### src/rtl/uart_tx_arbiter_if.sv
// Byte handshake bundle between PORTS requesters, the arbiter and one UART transmitter.
// The arbiter uses the slave side; the requesters/transmitter model uses the master side.
interface uart_tx_arbiter_if #(
    parameter int PORTS = 4
);
    logic [8*PORTS-1:0] req_data;
    logic [PORTS-1:0]   req_valid;
    logic [PORTS-1:0]   req_last;
    logic [PORTS-1:0]   req_ready;
    logic [7:0]         tx_data;
    logic               tx_data_valid;
    logic               tx_data_ready;

    modport slave (
        input  req_data,
        input  req_valid,
        input  req_last,
        output req_ready,
        output tx_data,
        output tx_data_valid,
        input  tx_data_ready
    );

    modport master (
        output req_data,
        output req_valid,
        output req_last,
        input  req_ready,
        input  tx_data,
        input  tx_data_valid,
        output tx_data_ready
    );
endinterface

### src/rtl/uart_tx_arbiter.sv
// Round-robin, packet-granular arbiter in front of a single UART transmitter.
// A granted port keeps the transmitter until its last byte or until it stalls for TIMEOUT cycles.
module uart_tx_arbiter #(
    parameter int PORTS   = 4,
    parameter int TIMEOUT = 1024
) (
    input  logic              clk,
    input  logic              rst_n,
    uart_tx_arbiter_if.slave  bus,
    output logic [PORTS-1:0]  o_grant,
    output logic              o_busy,
    output logic              o_timeout_err
);
    localparam int IW = $clog2(PORTS);

    typedef enum logic {
        S_IDLE = 1'b0,
        S_XFER = 1'b1
    } state_t;

    state_t           r_state;
    logic [IW-1:0]    r_owner;
    logic [IW-1:0]    r_last_grant;
    logic [PORTS-1:0] r_grant;
    logic             r_busy;
    logic             r_timeout_err;
    logic [15:0]      r_timer;

    logic [7:0]       w_bytes [PORTS];
    logic [IW-1:0]    w_next;
    logic [IW-1:0]    w_idx;
    logic             w_found;
    logic             w_owner_valid;
    logic             w_owner_last;
    logic             w_xfer;

    genvar gi;
    generate
        for (gi = 0; gi < PORTS; gi++) begin : g_port
            assign w_bytes[gi]      = bus.req_data[8*gi +: 8];
            assign bus.req_ready[gi] = w_xfer & (r_owner == IW'(gi));
        end
    endgenerate

    assign w_owner_valid     = bus.req_valid[r_owner];
    assign w_owner_last      = bus.req_last[r_owner];
    // Valid is qualified by ready so the transmitter never sees a stale byte.
    assign w_xfer            = (r_state == S_XFER) & w_owner_valid & bus.tx_data_ready;
    assign bus.tx_data_valid = w_xfer;
    assign bus.tx_data       = w_bytes[r_owner];

    // Search upward from the port after the previous owner, wrapping.
    always_comb begin
        w_next  = '0;
        w_idx   = '0;
        w_found = 1'b0;
        for (int k = 1; k <= PORTS; k++) begin
            w_idx = IW'((int'(r_last_grant) + k) % PORTS);
            if (!w_found && bus.req_valid[w_idx]) begin
                w_found = 1'b1;
                w_next  = w_idx;
            end
        end
    end

    always_ff @(posedge clk or negedge rst_n) begin
        if (!rst_n) begin
            r_state       <= S_IDLE;
            r_owner       <= '0;
            r_last_grant  <= IW'(PORTS - 1);
            r_grant       <= '0;
            r_busy        <= 1'b0;
            r_timeout_err <= 1'b0;
            r_timer       <= '0;
        end else begin
            r_timeout_err <= 1'b0;
            case (r_state)
                S_IDLE: begin
                    if (w_found) begin
                        r_state <= S_XFER;
                        r_owner <= w_next;
                        r_grant <= PORTS'(1) << w_next;
                        r_busy  <= 1'b1;
                        r_timer <= '0;
                    end
                end
                S_XFER: begin
                    if (w_xfer) begin
                        r_timer <= '0;
                        if (w_owner_last) begin
                            r_state      <= S_IDLE;
                            r_last_grant <= r_owner;
                            r_grant      <= '0;
                            r_busy       <= 1'b0;
                        end
                    end else if (w_owner_valid) begin
                        // Owner is waiting on the transmitter, not stalling.
                        r_timer <= '0;
                    end else if (r_timer == 16'(TIMEOUT - 1)) begin
                        r_state       <= S_IDLE;
                        r_last_grant  <= r_owner;
                        r_grant       <= '0;
                        r_busy        <= 1'b0;
                        r_timeout_err <= 1'b1;
                        r_timer       <= '0;
                    end else begin
                        r_timer <= r_timer + 16'd1;
                    end
                end
                default: r_state <= S_IDLE;
            endcase
        end
    end

    assign o_grant       = r_grant;
    assign o_busy        = r_busy;
    assign o_timeout_err = r_timeout_err;
endmodule

### src/flat_wrapper.sv
// flat-port wrapper written by rule: the top's interface ports become plain ports
module uart_tx_arbiter_flat 
#(
    parameter int PORTS   = 4,
    parameter int TIMEOUT = 1024
)
  (clk, rst_n, o_grant, o_busy, o_timeout_err, bus_req_data, bus_req_valid, bus_req_last, bus_req_ready, bus_tx_data, bus_tx_data_valid, bus_tx_data_ready);
  uart_tx_arbiter_if #(.PORTS(PORTS)) bus_i ();
  input  logic clk;
  input  logic rst_n;
  output logic [PORTS-1:0] o_grant;
  output logic o_busy;
  output logic o_timeout_err;
  input wire logic [$bits(bus_i.req_data)-1:0] bus_req_data;
  input wire logic [$bits(bus_i.req_valid)-1:0] bus_req_valid;
  input wire logic [$bits(bus_i.req_last)-1:0] bus_req_last;
  output wire logic [$bits(bus_i.req_ready)-1:0] bus_req_ready;
  output wire logic [$bits(bus_i.tx_data)-1:0] bus_tx_data;
  output wire logic [$bits(bus_i.tx_data_valid)-1:0] bus_tx_data_valid;
  input wire logic [$bits(bus_i.tx_data_ready)-1:0] bus_tx_data_ready;
  assign bus_i.req_data = bus_req_data;
  assign bus_i.req_valid = bus_req_valid;
  assign bus_i.req_last = bus_req_last;
  assign bus_req_ready = bus_i.req_ready;
  assign bus_tx_data = bus_i.tx_data;
  assign bus_tx_data_valid = bus_i.tx_data_valid;
  assign bus_i.tx_data_ready = bus_tx_data_ready;
  uart_tx_arbiter #(.PORTS(PORTS), .TIMEOUT(TIMEOUT)) u_core (.clk(clk), .rst_n(rst_n), .bus(bus_i), .o_grant(o_grant), .o_busy(o_busy), .o_timeout_err(o_timeout_err));
endmodule
### config.mk
export PLATFORM = sky130hd
export DESIGN_NAME = uart_tx_arbiter_flat
export DESIGN_NICKNAME = d
export VERILOG_FILES = /design/src/rtl/uart_tx_arbiter_if.sv /design/src/rtl/uart_tx_arbiter.sv /design/src/flat_wrapper.sv
export SDC_FILE = /design/constraint.sdc
export NUM_CORES = 1
export LEC_CHECK = 0
export CAP_MARGIN = 15
export CORE_MARGIN = 3
export CORE_UTILIZATION = 35
export CTS_CLUSTER_DIAMETER = 120
export DETAILED_ROUTE_END_ITERATION = 8
export GPL_TIMING_DRIVEN = 1
export MAX_ROUTING_LAYER = met4
export PLACE_DENSITY = 0.65
export SYNTH_ARGS = -nofsm -noshare
export SYNTH_HDL_FRONTEND = slang
export SYNTH_SLANG_ARGS = --single-unit
### constraint.sdc
create_clock -name clk -period 3.6 [get_ports clk]
set_input_delay 0.9 -clock clk [delete_from_list [all_inputs] [get_ports clk]]
set_output_delay 0.9 -clock clk [all_outputs]
set_load 0.005 [all_outputs]
==> results_dict.tcl, run 1 <==
set metrics [dict create \
    outcome "completed" \
    areaGrowthSynthToFinish_pct 42.73 \
    syn_area_per_cell_um2 9.721 \
    period_share_pct 94.66 \
    synth.largest_area_cell "dfrtp_1" \
    synth_mux_area_share_pct 15.76 \
    synth.top_cells.by_count "25 x dfrtp_1, 22 x o21ai_0, 17 x nand2_1, 11 x inv_1, 10 x nand3_1" \
    grt_pass1_wl_mm 7.458 \
    fin_crit_ns 3.408 \
    place_inst 300 \
    hpwl_mm 3.278 \
    synth_top_family_by_area "simple AND/OR/NAND/NOR gates" \
    diodes 0 \
    drtAntennaViolNets 0 \
    finalHoldViolCount 0 \
    yosys-top-cells-area "dfrtp_1 36%, mux4_2 12%, o21ai_0 6.4%" \
    rsz0062_at_grt "no" \
    die_h_um 76.32 \
    grt_max_degree 19 \
    ys_types 44 \
    viasPerCell 5.286 \
    p_leak_nw 0.9587 \
    setup_tns_ns 0 \
    synth_cells 178 \
    seq_area_frac_synth_pct 39.19 \
    vias 1607 \
    drive_gt1_share_pct 13.39 \
    max-clock-path-buffers 2 \
    async_flop_share_pct 100.0 \
    ir_drop_mv 0.4135 \
    cts_sinks 27 \
    start_util_pct 37.91 \
    postCtsSetupBuffers 0 \
    wl_per_cell_um 14.36 \
    drv_slew 0 \
    slew_headroom_pct 45.87 \
    synth-seq-cells 27 \
    core_region_area_mm2 0.004564 \
    power_density_mw_per_mm2 571.8 \
    clk_pin_slew_worst_paths_ns 0.09 \
    arrival_ns 2.51 \
    insertion_delay_ns 0.27 \
    dieArea_mm2 0.005824 \
    synthAdderAreaFrac_pct 0.7231 \
    port_buffers 61 \
    synth_edf_count 0 \
    cts_tree "yes" \
    max_cap_violations 0 \
    critPathLaunchType "primary input" \
    grt_usage_pct 16.03 \
    gp_congestion 0.7998 \
    synth_top_area_share_pct 36.15 \
    critical_path_class "primary input to output port" \
    worst_slew_pin_slew_ns 0.8094 \
    cts-root-buf "clkbuf_8" \
    io_pins 62 \
    synth_most_common_cell "dfrtp_1" \
    cp.required_ns 2.70 \
    drt_first_pass_iters 4 \
    grt-ovfl-total 0 \
    yosysWarnings 0 \
    fmax_mhz 293.4 \
    finClkSkew_ns 0.01032 \
    final_cells 304 \
    num_rows 24 \
    grt_pass1_vias 1529 \
    setup_violations 0 \
    rrSetupSlack_ns 1.24 \
    syn_area_mm2 0.001730 \
    synthXorXnorAreaFrac_pct 0 \
    drt_iter0_markers 74 \
    synthFlopType "dfrtp_1" \
    synth_compound_area_share_pct 19.45 \
    wl_mm 4.366 \
    htree_levels 1 \
    antenna_found_initial 0 \
    drcViolationCount 0 \
    nNetsFinal 284 \
    end_kind "output port" \
    worstPathMaxFanout 5 \
    synth_nets 222 \
    fp.dieW_um 76.32 \
    yosys.area_share.simple_pct 20.25 \
    cts_made_buffers 3 \
    hp-class "register to register" \
    finalPower_w 0.001412 \
]
-- report_power, final --
group	total, W	internal (W)	switching, W
combinational	0.000749	0.000450	0.000299
clock	0.000170	0.0000792	0.0000912
sequential	0.000493	0.000375	0.000117
-- cell type report --
type / instances / area, um2
clock buffer: 4 / 45.04
sequential: 27 / 678.2
tap: 65 / 81.33
timing repair buffer: 66 / 648.1
inverter: 11 / 41.29
fill: 444 / 2095
multi-input combinational: 131 / 975.9
-- layout by cell type (no fill, tap or decap), drive strengths merged, types with 2 or more instances in the layout --
cell,count
dfrtp,25
nor4,2
a211oi,2
nor3b,2
nor3,6
o32ai,4
inv,11
buf,5
mux2i,4
or3,6
clkbuf,4
nand4,2
o31ai,3
clkdlybuf4s50,61
o21ai,23
nand2,18
nor2b,3
nor2,7
a21o,4
mux2,2
dfstp,2
nand3,10
a21oi,9
mux4,9
and2,2
-- per-layer routing --
metal | vias up | routed length (um) | GRT usage (%) | share of wire [%]
li1 | 785 | - | - | -
met4 | 0 | 36 | 4.891 | 0.82
met1 | 773 | 1985 | 21.84 | 45
met2 | 47 | 2133 | 24.25 | 49
met3 | 2 | 210 | 3.073 | 4.8
met5 | - | 0 | - | 0
-- timing repair --
action                                  in CTS  in global routing
endpoints found under the setup margin       0                  1
hold buffers                                 0                  0
gates resized for setup                      0                  1
endpoints found under the hold margin        0                  0
-- critical path, stage by stage --
cell             delay [ns]
clkdlybuf4s50_1        0.48
mux2i_1                0.40
o22ai_1                0.21
clkdlybuf4s50_1        0.51
-- per-stage QoR --
| step | worst slack, ns | utilization (%) | instance area (um2) | hold WS [ns] |
|---|---|---|---|---|
| floorplan | 1.279 | - | 1730 | 0.4448 |
| global placement | 0.1371 | 53.04 | 2421 | 0.4671 |
| detailed placement | 0.1456 | 53.04 | 2421 | 0.4770 |
| CTS | 0.1393 | 54.03 | 2466 | 0.4904 |
| global route | 0.07258 | 54.11 | 2470 | 0.5043 |
| finish | 0.1922 | 54.11 | 2470 | 0.4855 |
-- final timing paths --
kind / from / endpoint / cells after the start
worst max-delay path: bus_req_valid[1] / bus_tx_data_valid / 4
worst min-delay path: u_core.r_timer[6] / u_core.r_timer[6] / 1
worst max register to register: u_core.r_owner[1] / u_core.r_timer[14] / 5
worst min register to register: u_core.r_timer[6] / u_core.r_timer[6] / 1
max in group asynchronous: rst_n / u_core.o_timeout_err / 2
min in group asynchronous: rst_n / u_core.r_timer[14] / 1
-- kinds of logic after synthesis --
logic type / after synthesis
simple gates: 64
compound gates: 51
flops: 27
buf+inv: 20
mux: 15
fa+ha+maj: 1
-- registers in the layout (all words and copies together), names as in the netlist --
| name | flops |
|---|---|
| u_core.r_timer | 16 |
| u_core.r_state | 1 |
| u_core.o_timeout_err | 1 |
| u_core.r_last_grant | 2 |
| u_core.o_grant | 4 |
| u_core.r_owner | 2 |
| u_core.o_busy | 1 |
Power figures use the tool's default switching activity.
==> inputs of run 2 (changes only) <==
--- a/config.mk
+++ b/config.mk
@@ -5,14 +5,16 @@
 export SDC_FILE = /design/constraint.sdc
 export NUM_CORES = 1
 export LEC_CHECK = 0
+export ABC_CLOCK_PERIOD_IN_PS = 3600
 export CAP_MARGIN = 15
-export CORE_MARGIN = 3
+export CORE_MARGIN = 2
 export CORE_UTILIZATION = 35
 export CTS_CLUSTER_DIAMETER = 120
 export DETAILED_ROUTE_END_ITERATION = 8
 export GPL_TIMING_DRIVEN = 1
 export MAX_ROUTING_LAYER = met4
 export PLACE_DENSITY = 0.65
+export SETUP_SLACK_MARGIN = 0.3
 export SYNTH_ARGS = -nofsm -noshare
 export SYNTH_HDL_FRONTEND = slang
 export SYNTH_SLANG_ARGS = --single-unit
==> results_dict.tcl, run 2 (synthesis results as in run 1) <==
set metrics [dict create \
    maxUsedRoutingLayer "met4" \
    viasPerCell 5.175 \
    grt-ovfl-total 0 \
    ir_drop_mv 0.3176 \
    cts_tree "yes" \
    areaGrowthSynthToFinish_pct 44.61 \
    worst_slew_pin_slew_ns 0.7065 \
    rsz0062_at_grt "no" \
    vias 1594 \
    max-clock-path-buffers 2 \
    drcViolationCount 0 \
    grt_usage_pct 15.33 \
    slew_headroom_pct 52.90 \
    fp.dieW_um 74.32 \
    io_pins 62 \
    clk_pin_slew_worst_paths_ns 0.09 \
    dieArea_mm2 0.005523 \
    arrival_ns 2.32 \
    drtAntennaViolNets 0 \
    setup_tns_ns 0 \
    grt_pass1_wl_mm 6.417 \
    start_util_pct 36.39 \
    power_density_mw_per_mm2 570.4 \
    drt_first_pass_iters 4 \
    largest_reg_flops 16 \
    core_region_area_mm2 0.004755 \
    cp.required_ns 2.70 \
    wl_met3_um 214 \
    fmax_mhz 310.2 \
    critical_path_class "primary input to output port" \
    cts-root-buf "clkbuf_8" \
    finalHoldViolCount 0 \
    diodes 0 \
    drive_gt1_share_pct 14.94 \
    place_area_mm2 0.002431 \
    nNetsFinal 286 \
    layout_commonest_cell "clkdlybuf4s50_1" \
    antenna_found_initial 0 \
    gp_congestion 0.7823 \
    worstPathMaxFanout 4 \
    postLayoutCellArea_mm2 0.002502 \
    drt_iter0_markers 48 \
    die_h_um 74.32 \
    setup_violations 0 \
    wl_mm 4.209 \
    max_cap_violations 0 \
    hold_ws_ns 0.4946 \
    insertion_delay_ns 0.27 \
    critPathLaunchType "primary input" \
    period_share_pct 89.55 \
    cts_sinks 27 \
    finClkSkew_ns 0.002178 \
    htree_levels 1 \
    p_leak_nw 0.9935 \
    num_rows 25 \
    drv_slew 0 \
    mostFrequentLayoutCells "57 x clkdlybuf4s50_1, 25 x dfrtp_1, 22 x o21ai_0" \
    grt_max_degree 28 \
    hp-class "register to register" \
    port_buffers 61 \
    wirelength_met1_mm 2.023 \
    regMostFlops "u_core.r_timer" \
    cts_made_buffers 3 \
    end_kind "output port" \
    fin_crit_ns 3.224 \
    grt_pass1_vias 1338 \
    wl_met2_mm 1.919 \
    hpwl_mm 3.221 \
    postCtsHoldBufs 0 \
    wl_per_cell_um 13.67 \
    outcome "completed" \
]
==> run 2: changes by cell type in the layout (fill, tap and decap cells not counted) <==
cell | before | now
clkdlybuf4s50_1 | 61 | 57
dlygate4sd2_1 | 0 | 3
buf_4 | 5 | 7
clkbuf_1 | 1 | 0
clkinv_2 | 0 | 1
dlymetal6s2s_1 | 0 | 1
mux2i_2 | 1 | 0
mux2i_4 | 0 | 1
o22ai_1 | 1 | 0
o22ai_2 | 0 | 1
==> run 2: layer usage <==
| layer | track usage [%] | vias to the layer above |
|---|---|---|
| met2 | 21.73 | 39 |
| met1 | 22.52 | 763 |
| met5 | - | - |
| li1 | - | 787 |
| met3 | 2.439 | 5 |
| met4 | 4.762 | 0 |
==> run 2: area by class of cell <==
type | instances | area (um2)
Clock inverter | 1 | 5.005
Clock buffer | 3 | 41.29
Sequential cell | 27 | 678.2
Tap cell | 67 | 83.83
Multi-Input combinational cell | 131 | 991.0
Timing Repair Buffer | 68 | 661.9
Fill cell | 448 | 2252
Inverter | 11 | 41.29
==> run 2: timing repair <==
item | in CTS | in global routing
resized for setup | 5 | 2
pin swaps | 0 | 1
buffers inserted | 0 | 1
endpoints found under the setup margin | 5 | 3
==> run 2: path summary, 6_finish.rpt <==
| path | from | depth (start not counted) | to | slack [ns] |
|---|---|---|---|---|
| min in group asynchronous | rst_n | 2 | u_core.r_timer[12] | 0.99 |
| setup reg to reg | u_core.r_owner[1] | 7 | u_core.r_timer[11] | 1.16 |
| hold / removal | u_core.r_timer[6] | 1 | u_core.r_timer[6] | 0.49 |
| max in group asynchronous | rst_n | 2 | u_core.r_last_grant[1] | 2.30 |
| hold reg to reg | u_core.r_timer[6] | 1 | u_core.r_timer[6] | 0.49 |
| setup / recovery | bus_req_valid[0] | 4 | bus_tx_data_valid | 0.38 |
==> run 2: critical path, cell delays in order <==
cell	delay, ns
clkdlybuf4s50_1	0.52
mux2i_1	0.12
o22ai_2	0.23
clkdlybuf4s50_1	0.55
==> run 2: power by group <==
group | leakage, nW | internal, W | total (W) | switching (W)
clock network | 0.0255 | 0.0000777 | 0.000174 | 0.0000965
logic | 0.612 | 0.000459 | 0.000772 | 0.000313
registers | 0.356 | 0.000376 | 0.000481 | 0.000105
==> run 2: stage by stage <==
stage | util [%] | power (W) | std cells | setup WS, ns
4_1_cts | 52.24 | 0.001430 | 307 | 0.2792
2_1_floorplan | - | 0.0009204 | 178 | 1.279
3_5_place_dp | 51.13 | 0.001249 | 303 | 0.1423
5_1_grt | 52.63 | 0.001542 | 308 | 0.3020
3_3_place_gp | 51.13 | 0.001242 | 303 | 0.1992
6_report | 52.63 | 0.001427 | 308 | 0.3764
